**config.mk**
```make
export PLATFORM = sky130hd
export DESIGN_NAME = legv8_control_unit
export DESIGN_NICKNAME = d
export VERILOG_FILES = /design/src/rtl/legv8_control_unit.sv
export SDC_FILE = /design/constraint.sdc
export NUM_CORES = 1
export LEC_CHECK = 0
export ABC_AREA = 1
export BUFFER_PORTS_ARGS = -buffer_cell sky130_fd_sc_hd__clkbuf_2
export CORE_AREA = 2 2 121 123
export CTS_BUF_LIST = sky130_fd_sc_hd__clkbuf_4 sky130_fd_sc_hd__clkbuf_8 sky130_fd_sc_hd__clkbuf_16
export DETAILED_ROUTE_END_ITERATION = 12
export DIE_AREA = 0 0 123 125
export PLACE_DENSITY = 0.55
export SLEW_MARGIN = 25
export SYNTH_ARGS = -nofsm -noshare
export SYNTH_HDL_FRONTEND = slang
export SYNTH_SLANG_ARGS = --single-unit
```
**constraint.sdc**
```tcl
create_clock -name clock -period 2.5 [get_ports clock]
set_clock_uncertainty 0.05 [all_clocks]
set_input_delay 0 -clock clock [delete_from_list [all_inputs] [get_ports clock]]
set_output_delay 0 -clock clock [all_outputs]
set_load 0.02 [all_outputs]
```
**src/rtl/legv8_control_unit.sv**
```systemverilog
// legv8_control_unit: multi-cycle LEGv8 sequencer producing ControlWord/constant for the datapath.
// Latency: FETCH, DECODE, EXECUTE one cycle each; CBZ/CBNZ spend two cycles in EXECUTE.
// Backpressure: none; the datapath consumes one control word every clock, HALT parks until reset.
module legv8_control_unit #(
    parameter int CW_WIDTH        = 34,
    parameter bit HALT_ON_ILLEGAL = 1'b1
) (
    input  logic                clock,
    input  logic                reset,
    input  logic [31:0]         IR_out,
    input  logic [3:0]          current_status,
    output logic [CW_WIDTH-1:0] ControlWord,
    output logic [63:0]         constant,
    output logic [1:0]          state,
    output logic                halted
);

    typedef enum logic [1:0] {S_FETCH = 2'b00, S_DECODE = 2'b01, S_EXEC = 2'b10, S_HALT = 2'b11} state_t;

    typedef enum logic [4:0] {
        K_ILL, K_ADD, K_ADDS, K_SUB, K_SUBS, K_AND, K_ORR, K_EOR, K_LSL, K_LSR,
        K_ADDI, K_SUBI, K_ANDI, K_ORRI, K_MOVZ, K_LDUR, K_STUR,
        K_B, K_BL, K_CBZ, K_CBNZ, K_BCOND, K_BR
    } kind_t;

    typedef struct packed {
        logic       addr_sel;
        logic [1:0] dsel;
        logic [1:0] psel;
        logic       pc_sel;
        logic       b_sel;
        logic       il;
        logic       sl;
        logic [4:0] fs;
        logic       c0;
        logic [1:0] size;
        logic       mw;
        logic       rw;
        logic [4:0] da;
        logic [4:0] sa;
        logic [4:0] sb;
    } cw_t;

    localparam cw_t CW_NOP = '{addr_sel: 1'b1, default: '0};

    state_t      r_state;
    logic        r_ex_b;
    state_t      w_state_nxt;
    logic        w_ex_b_nxt;
    kind_t       w_kind;
    cw_t         w_cw;
    logic [63:0] w_const;
    logic        w_cond;
    logic        w_v, w_c, w_n, w_z;
    logic [63:0] w_off26, w_off19, w_imm9, w_movz;

    assign w_v = current_status[3];
    assign w_c = current_status[2];
    assign w_n = current_status[1];
    assign w_z = current_status[0];

    // PC has already advanced by 4 in DECODE, so branch offsets are pre-corrected by -4.
    assign w_off26 = {{36{IR_out[25]}}, IR_out[25:0], 2'b00} - 64'd4;
    assign w_off19 = {{43{IR_out[23]}}, IR_out[23:5], 2'b00} - 64'd4;
    assign w_imm9  = {{55{IR_out[20]}}, IR_out[20:12]};
    assign w_movz  = {48'd0, IR_out[20:5]} << {IR_out[22:21], 4'b0000};

    // Classify the instruction in IR_out; anything unrecognised is K_ILL.
    always_comb begin
        w_kind = K_ILL;
        case (IR_out[31:21])
            11'h458: w_kind = K_ADD;
            11'h558: w_kind = K_ADDS;
            11'h658: w_kind = K_SUB;
            11'h758: w_kind = K_SUBS;
            11'h450: w_kind = K_AND;
            11'h550: w_kind = K_ORR;
            11'h650: w_kind = K_EOR;
            11'h69A: w_kind = K_LSR;
            11'h69B: w_kind = K_LSL;
            11'h6B0: w_kind = K_BR;
            11'h7C2: w_kind = K_LDUR;
            11'h7C0: w_kind = K_STUR;
            default: begin
                if      (IR_out[31:22] == 10'h244) w_kind = K_ADDI;
                else if (IR_out[31:22] == 10'h344) w_kind = K_SUBI;
                else if (IR_out[31:22] == 10'h248) w_kind = K_ANDI;
                else if (IR_out[31:22] == 10'h2C8) w_kind = K_ORRI;
                else if (IR_out[31:23] == 9'h1A5)  w_kind = K_MOVZ;
                else if (IR_out[31:26] == 6'h05)   w_kind = K_B;
                else if (IR_out[31:26] == 6'h25)   w_kind = K_BL;
                else if (IR_out[31:24] == 8'hB4)   w_kind = K_CBZ;
                else if (IR_out[31:24] == 8'hB5)   w_kind = K_CBNZ;
                else if (IR_out[31:24] == 8'h54)   w_kind = K_BCOND;
            end
        endcase
    end

    // Evaluate the B.cond condition code against the registered flags.
    always_comb begin
        w_cond = 1'b0;
        case (IR_out[3:0])
            4'h0: w_cond = w_z;
            4'h1: w_cond = !w_z;
            4'h2: w_cond = w_c;
            4'h3: w_cond = !w_c;
            4'h4: w_cond = w_n;
            4'h5: w_cond = !w_n;
            4'h6: w_cond = w_v;
            4'h7: w_cond = !w_v;
            4'h8: w_cond = w_c && !w_z;
            4'h9: w_cond = !(w_c && !w_z);
            4'hA: w_cond = (w_n == w_v);
            4'hB: w_cond = (w_n != w_v);
            4'hC: w_cond = !w_z && (w_n == w_v);
            4'hD: w_cond = !(!w_z && (w_n == w_v));
            4'hE: w_cond = 1'b1;
            default: w_cond = 1'b0;
        endcase
    end

    // State register; r_ex_b marks the second (branch) half of a CBZ/CBNZ EXECUTE.
    always_ff @(posedge clock) begin
        if (reset) begin
            r_state <= S_FETCH;
            r_ex_b  <= 1'b0;
        end else begin
            r_state <= w_state_nxt;
            r_ex_b  <= w_ex_b_nxt;
        end
    end

    // Next state and control word for the current phase; reset forces a NOP word.
    always_comb begin
        w_state_nxt = r_state;
        w_ex_b_nxt  = 1'b0;
        w_cw        = CW_NOP;
        w_const     = '0;
        case (r_state)
            S_FETCH: begin
                w_cw.dsel   = 2'b11;
                w_cw.size   = 2'b10;
                w_cw.il     = 1'b1;
                w_state_nxt = S_DECODE;
            end
            S_DECODE: begin
                w_cw.psel   = 2'b01;
                w_state_nxt = (w_kind == K_ILL && HALT_ON_ILLEGAL) ? S_HALT : S_EXEC;
            end
            S_EXEC: begin
                w_state_nxt = S_FETCH;
                case (w_kind)
                    K_ADD, K_ADDS, K_SUB, K_SUBS, K_AND, K_ORR, K_EOR: begin
                        w_cw.sa = IR_out[9:5];
                        w_cw.sb = IR_out[20:16];
                        w_cw.da = IR_out[4:0];
                        w_cw.rw = 1'b1;
                        w_cw.sl = (w_kind == K_ADDS) || (w_kind == K_SUBS);
                        w_cw.c0 = (w_kind == K_SUB) || (w_kind == K_SUBS);
                        case (w_kind)
                            K_ADD, K_ADDS: w_cw.fs = 5'b01000;
                            K_SUB, K_SUBS: w_cw.fs = 5'b01001;
                            K_ORR:         w_cw.fs = 5'b00100;
                            K_EOR:         w_cw.fs = 5'b01100;
                            default:       w_cw.fs = 5'b00000;
                        endcase
                    end
                    K_LSL, K_LSR, K_ADDI, K_SUBI, K_ANDI, K_ORRI: begin
                        w_cw.sa    = IR_out[9:5];
                        w_cw.da    = IR_out[4:0];
                        w_cw.b_sel = 1'b1;
                        w_cw.rw    = 1'b1;
                        w_cw.c0    = (w_kind == K_SUBI);
                        w_const    = (w_kind == K_LSL || w_kind == K_LSR) ?
                                     {58'd0, IR_out[15:10]} : {52'd0, IR_out[21:10]};
                        case (w_kind)
                            K_LSL:   w_cw.fs = 5'b10100;
                            K_LSR:   w_cw.fs = 5'b10000;
                            K_ADDI:  w_cw.fs = 5'b01000;
                            K_SUBI:  w_cw.fs = 5'b01001;
                            K_ORRI:  w_cw.fs = 5'b00100;
                            default: w_cw.fs = 5'b00000;
                        endcase
                    end
                    K_MOVZ: begin
                        w_cw.fs    = 5'b11100;
                        w_cw.b_sel = 1'b1;
                        w_cw.rw    = 1'b1;
                        w_cw.da    = IR_out[4:0];
                        w_const    = w_movz;
                    end
                    K_LDUR, K_STUR: begin
                        w_cw.addr_sel = 1'b0;
                        w_cw.fs       = 5'b01000;
                        w_cw.b_sel    = 1'b1;
                        w_cw.size     = 2'b11;
                        w_cw.sa       = IR_out[9:5];
                        w_const       = w_imm9;
                        if (w_kind == K_LDUR) begin
                            w_cw.dsel = 2'b11;
                            w_cw.rw   = 1'b1;
                            w_cw.da   = IR_out[4:0];
                        end else begin
                            w_cw.dsel = 2'b01;
                            w_cw.mw   = 1'b1;
                            w_cw.sb   = IR_out[4:0];
                        end
                    end
                    K_B, K_BL: begin
                        w_cw.psel = 2'b10;
                        w_const   = w_off26;
                        if (w_kind == K_BL) begin
                            w_cw.dsel = 2'b10;
                            w_cw.rw   = 1'b1;
                            w_cw.da   = 5'd30;
                        end
                    end
                    K_CBZ, K_CBNZ: begin
                        w_cw.sa = IR_out[4:0];
                        w_cw.sb = 5'd31;
                        if (!r_ex_b) begin
                            w_cw.sl     = 1'b1;
                            w_state_nxt = S_EXEC;
                            w_ex_b_nxt  = 1'b1;
                        end else if (w_z == (w_kind == K_CBZ)) begin
                            w_cw.psel = 2'b10;
                            w_const   = w_off19;
                        end
                    end
                    K_BCOND: begin
                        if (w_cond) begin
                            w_cw.psel = 2'b10;
                            w_const   = w_off19;
                        end
                    end
                    K_BR: begin
                        w_cw.psel   = 2'b11;
                        w_cw.pc_sel = 1'b1;
                        w_cw.sa     = IR_out[9:5];
                    end
                    default: ;
                endcase
            end
            default: w_state_nxt = S_HALT;
        endcase
        if (reset) begin
            w_cw    = CW_NOP;
            w_const = '0;
        end
    end

    assign ControlWord = w_cw;
    assign constant    = w_const;
    assign state       = r_state;
    assign halted      = (r_state == S_HALT) && !reset;

endmodule
```
==> run_results.csv, run 1 <==
group,metric,value,unit
floorplanning,rows,44,
detailed_routing,wl,20920,µm
worst_setup_path,worstSetupStartpointType,"input port",
yosys,synth_cell_types,47,
worst_setup_path,crit_type,"input port to output port",
cts,clk_pin_slew,0.03,ns
global_route,grt_max_degree,48,
worst_setup_path,cp_data_arrival_time,2.39,ns
yosys,syn_area_per_cell,4.872,µm²
cts,cts_tree,"done",
yosys,synth_seq_cells,3,
timing,hold_viol_final,0,
worst_setup_path,reg2reg_to,"state[1]",
worst_setup_path,reg2reg_slack,0.97,ns
status,status,"completed",
cts,clkLatencyLatePin,0.23,ns
detailed_routing,drtIter0Drc,656,
worst_hold_path,min_from,"reset",
global_route,grt_pass1_vias,5952,
global_route,globalRouteTotalUtil,0.2618,
global_route,grt_overflow,0,
yosys,netlist_area,0.004126,mm²
yosys,ys.flop_type,"dfxtp_1",
cts,holdBufCountCts,0,
power,vdd_drop_max,172.8,µV
detailed_routing,wl_per_cell,17.45,µm
yosys,yosys_warnings,0,
timing,finalSetupTns,0,ns
placement,place.gp.congestion,1.029,
power,seq_power_share,0.074,
worst_hold_path,whs_endpoint,"state[0]",
worst_setup_path,path_cells,"clkbuf_2, nor2_1, inv_1, nor2_1, inv_1, nor2_1, nand3_1, nor4_1, nor2_1, nor2_1, nor2_4, o41ai_1, nand2_1, inv_1, clkbuf_2",
worst_setup_path,end_kind,"output port",
power,switching_share,0.4721,
detailed_routing,final_antenna_net_count,0,
worst_setup_path,cp_max_fo,18,
yosys,synth-adder-area-share,0.03335,
placement,dpl.hpwl,17000,µm
timing,worstMarginPinSlew,0.8724,ns
floorplanning,core,0.01420,mm²
yosys,synth_top_area_frac,0.1765,
yosys,synth_enable_flop_cells,0,
detailed_routing,dr.pass1.iters,6,
global_route,met1_usage,0.3425,
placement,io_buffers,137,
global_route,antenna_found_initial,0,
global_route,grt_pass1_wl,31750,µm
floorplanning,floorplan.die.width,123,µm
cts,htreeDepth,1,
yosys,yosysSeqAreaShare,0.01455,
placement,place_area,0.005359,mm²
worst_setup_path,crit_required,2.45,ns
yosys,synth_top_family_by_area,"simple AND/OR/NAND/NOR gates",
worst_setup_path,crit_top_cell,"nor2_1",
layout,n_fill_cell,1707,
worst_setup_path,rr_worst_depth,7,
worst_setup_path,critPathMaxStageDelay,0.41,ns
worst_hold_path,whs_path_depth,2,
yosys,synth_compound_area_frac,0.2383,
timing,setup_violations,0,
power,combPwrFrac,0.589,
yosys,synthSimpleGateAreaFrac,0.4806,
floorplanning,die_area,0.01538,mm²
timing,max_freq,409.3,MHz
layout,area_delta_synth_final,33.69,%
yosys,synth_common_cells,"194 x nand2_1, 135 x inv_1, 116 x nor2_1",
worst_setup_path,cpMaxStageDelayCell,"nor2_1",
layout,nets,1064,
timing,max-slew-margin-rel,0.4123,
power,p_switching,0.3816,mW
timing,rsz0062_at_grt,"true",
global_route,grtUsageMet2,0.4469,
cts,cts_buffer_depth,2,
cts,postCtsSetupBuffers,0,
yosys,synth_top_area_cell,"nand2_1",
yosys,synth_cells,847,
timing,drv_slew,0,
global_route,met3_usage,0.02281,
layout,final_area,0.005517,mm²
yosys,synthesis.nets,896,
power,power.leakage,3.104,nW
floorplanning,ios,139,
run,drv_cap,0,
detailed_routing,drc,0,
global_route,busiest_layer,"met2",
yosys,synthXorXnorAreaFrac,0.03396,
timing,period_share,0.9773,
yosys,yosysMostFrequentCell,"nand2_1",
cts,cts-root-buf,"clkbuf_16",
detailed_routing,viasPerCell,5.348,
floorplanning,die_h,125,µm
detailed_routing,vias,6412,
yosys,synth_mux_area_frac,0,
worst_setup_path,reg2reg_from,"state[0]",
cts,cts.sinks,3,
power,power_density,146.5,mW/mm²
floorplanning,start_util,0.2905,
worst_hold_path,hp-class,"input port to flip-flop",
layout,drive_gt1_frac,0.2663,
power,total_power,0.8083,mW
yosys,synthArstFlopShare,0,
power,internal-power,0.4267,mW
yosys,yosys-top-cells-area,"nand2_1 18%, inv_1 12%, nor2_1 11%",
timing,fin_crit,2.443,ns
power,p_clk_frac,0.337,
cts,cts_buffers,3,
stage by stage:
step	utilization	worst slack, ns	instances	hold slack (ns)
after floorplan	-	0.07836	847	0.1359
after global placement	0.3773	-0.1309	1193	0.2306
after detailed placement	0.3773	-0.1812	1193	0.2444
after CTS	0.3838	0.003142	1197	0.009850
after global routing	0.3882	-0.1250	1198	0.03502
final	0.3884	0.05667	1199	0.01793
how the worst max path moves through the flow:
| stage | from | endpoint | cells after the start |
|---|---|---|---|
| global placement | IR_out[0] | constant[60] | 20 |
| CTS | IR_out[0] | constant[26] | 21 |
| finish | IR_out[6] | constant[38] | 15 |
| floorplan | state[1] | ControlWord[0] | 7 |
| global route | IR_out[6] | constant[35] | 15 |
| detailed placement | IR_out[0] | constant[62] | 20 |
cell families (layout without fill, tap and decap cells):
kind of cell,after synthesis,after routing
adders and majority gates,11,11
buffers and inverters,203,369
DFF,3,3
AOI/OAI and AO/OA,159,159
other,1,2
xor gates and xnor gates,16,16
and+or+nand+nor,454,455
flip-flops by register name, summed over array words and instances, names as in the netlist:
name / cells
r_ex_b: 1
state: 2
per-layer routing:
layer  part of all wire  wire length [µm]
met5                  0                 0
met4              0.035               727
met3              0.082              1709
met2               0.48              9942
met1               0.41              8544
repair_timing:
action / in CTS / in global routing
pin swaps: 0 / 2
cloned: 0 / 1
endpoints found under the setup margin: 42 / 57
gates resized for setup: 3 / 19
area by class of cell:
cell class	instances	area, µm²	area share
timing repair buffer	208	1234	0.2236
clock buffer	4	82.58	0.01497
antenna	1	2.502	0.0004536
inverter	157	596.8	0.1082
multi-input combinational	642	3311	0.6001
sequential	3	60.06	0.01089
tap	184	230.2	0.04173
critical path: cells and delay by family:
kind	cells	cell delay, ns
AOI/OAI and AO/OA	1	0.11
buffers and inverters	5	0.58
and+or+nand+nor	9	1.70
cell usage in the layout (no fill, tap or decap), types with 19 or more instances in the layout:
cell	synthesis	final
nor2_1	116	109
nand2_1	194	194
inv_1	135	134
a21oi_1	41	41
o21ai_0	54	54
buf_4	4	71
inv_2	19	19
clkbuf_2	0	136
nand4_1	20	20
nand3_1	75	75
power by group through the flow:
stage	logic, mW	clock network, mW	registers (mW)
after global routing	0.519	0.281	0.0611
after global placement	0.463	0	0.0604
after CTS	0.463	0.276	0.0601
final	0.476	0.272	0.0599
after detailed placement	0.461	0	0.0608
after floorplan	0.253	0	0.0648
(Power assumes the default switching activity.)
==> run 2, diff against run 1 <==
GPL_TIMING_DRIVEN = 0   (was not set)
==> run_results.csv, run 2 (synthesis results as in run 1) <==
group,metric,value,unit
timing,setup_violations,0,
global_route,grt_pass1_vias,5937,
cts,clkLatencyLatePin,0.22,ns
worst_hold_path,min_from,"reset",
power,vdd_drop_max,163.7,µV
layout,regArea,60.06,µm²
detailed_routing,vias,6400,
timing,finalSetupTns,0,ns
global_route,antenna_found_initial,0,
power,power_density,142.8,mW/mm²
detailed_routing,viasPerCell,5.433,
floorplanning,floorplan.die.width,123,µm
detailed_routing,drc,0,
worst_setup_path,reg2reg_slack,0.69,ns
run,drv_cap,0,
worst_setup_path,critPathLaunch,"IR_out[29]",
worst_setup_path,cpMaxStageDelayCell,"nand2_1",
cts,cts_buffers,3,
global_route,grt_overflow,0,
global_route,globalRouteTotalUtil,0.2541,
power,total_power,0.7731,mW
worst_setup_path,critPathMaxStageDelay,0.36,ns
detailed_routing,final_antenna_net_count,0,
worst_setup_path,cp_data_arrival_time,2.33,ns
detailed_routing,wl_per_cell,17.55,µm
worst_setup_path,reg2reg_to,"state[1]",
cts,cts-root-buf,"clkbuf_16",
layout,area_delta_synth_final,31.17,%
worst_hold_path,hp-class,"input port to flip-flop",
placement,dpl.hpwl,16300,µm
layout,final_cell_mix,"192 x nand2_1, 127 x inv_1, 124 x clkbuf_2, 100 x nor2_1, 75 x nand3_1",
worst_setup_path,end_kind,"output port",
floorplanning,start_util,0.2905,
worst_setup_path,path_cells,"clkbuf_2, inv_2, nand2_1, nor2_1, nand2_1, inv_2, clkbuf_2, buf_2, a311oi_1, a21oi_1, clkbuf_2",
cts,htreeDepth,1,
worst_setup_path,crit_type,"input port to output port",
floorplanning,die_area,0.01538,mm²
layout,multi_input_area,0.003413,mm²
power,power.leakage,2.938,nW
worst_setup_path,worstSetupStartpointType,"input port",
detailed_routing,drtIter0Drc,859,
worst_setup_path,cp_max_fo,10,
worst_setup_path,rr_worst_depth,7,
worst_setup_path,endpoint,"constant[14]",
layout,nets,1044,
worst_setup_path,reg2reg_from,"state[0]",
cts,cts_buffer_depth,2,
global_route,grt_max_degree,11,
detailed_routing,wl,20670,µm
status,status,"completed",
layout,antenna_cells,0,
layout,n_fill_cell,1726,
timing,max-slew-margin-rel,0.5372,
floorplanning,die_h,125,µm
floorplanning,ios,139,
worst_setup_path,crit_required,2.45,ns
placement,place.gp.congestion,1.027,
timing,max_freq,420.0,MHz
worst_setup_path,crit_top_cell,"clkbuf_2",
global_route,grt_pass1_wl,31030,µm
placement,io_buffers,122,
timing,drv_slew,0,
floorplanning,rows,44,
timing,worstMarginPinSlew,0.6942,ns
worst_hold_path,whs_path_depth,2,
cts,clk_pin_slew,0.03,ns
timing,period_share,0.9523,
cts,cts.sinks,3,
timing,hold_viol_final,0,
layout,drive_gt1_frac,0.2515,
layout,largest_reg_flops,2,
timing,fin_crit,2.381,ns
floorplanning,core,0.01420,mm²
layout,layout_commonest_cell,"nand2_1",
cts,holdBufCountCts,0,
cts,cts_tree,"done",
detailed_routing,dr.pass1.iters,6,
[run 2: through the flow]
stage | std cells | hold WS [ns] | instance area [µm²] | utilization | setup slack [ns]
after global placement | 1153 | 0.3089 | 4967 | 0.3497 | -0.2165
after global routing | 1178 | 0.1622 | 5413 | 0.3811 | -0.02582
after CTS | 1161 | 0.09218 | 5116 | 0.3602 | 0.02735
after floorplan | 847 | 0.1359 | 4126 | - | 0.07836
after detailed placement | 1153 | 0.3087 | 4967 | 0.3497 | -0.2717
final | 1178 | 0.1164 | 5413 | 0.3811 | 0.1193
[run 2: what timing repair did]
action / CTS / global route
gates cloned: 0 / 3
pin swaps: 1 / 8
resized for setup: 11 / 74
endpoints found under the setup margin: 58 / 80
buffers inserted: 4 / 14
[run 2: area by class of cell]
cell class / count / share of cell area
Sequential cell: 3 / 0.01110
Multi-Input combinational cell: 642 / 0.6306
Buffer: 46 / 0.04924
Inverter: 157 / 0.1107
Tap cell: 184 / 0.04253
Timing Repair Buffer: 142 / 0.1405
Clock buffer: 4 / 0.01526
[run 2: worst min-delay path by stage]
stage,to,slack [ns]
6_report,state[0],0.12
5_1_grt,state[0],0.16
4_1_cts,state[0],0.09
3_5_place_dp,state[0],0.31
3_3_place_gp,state[0],0.31
2_1_floorplan,ControlWord[9],0.14
[run 2: layer usage]
metal | GRT usage | share of wire | vias up | wire, µm
met2 | 0.4251 | 0.46 | 364 | 9582
met4 | 0.07553 | 0.034 | 0 | 707
met1 | 0.3298 | 0.40 | 2920 | 8311
li1 | - | - | 3057 | -
met5 | 0 | 0 | - | 0
met3 | 0.04562 | 0.10 | 59 | 2069
[run 2: where the power goes]
| part | switching [mW] | total, mW | leakage, nW | internal, mW |
|---|---|---|---|---|
| logic | 0.328 | 0.452 | 2.87 | 0.124 |
| registers | 0.00672 | 0.0598 | 0.0247 | 0.0531 |
| clock network | 0.0406 | 0.262 | 0.0416 | 0.221 |
| total | 0.375 | 0.773 | 2.94 | 0.398 |
[run 2: worst max-delay path, delay by kind of cell]
family / cells / cell delay, ns
compound gates: 2 / 0.40
buf+inv: 6 / 1.28
simple gates: 3 / 0.66
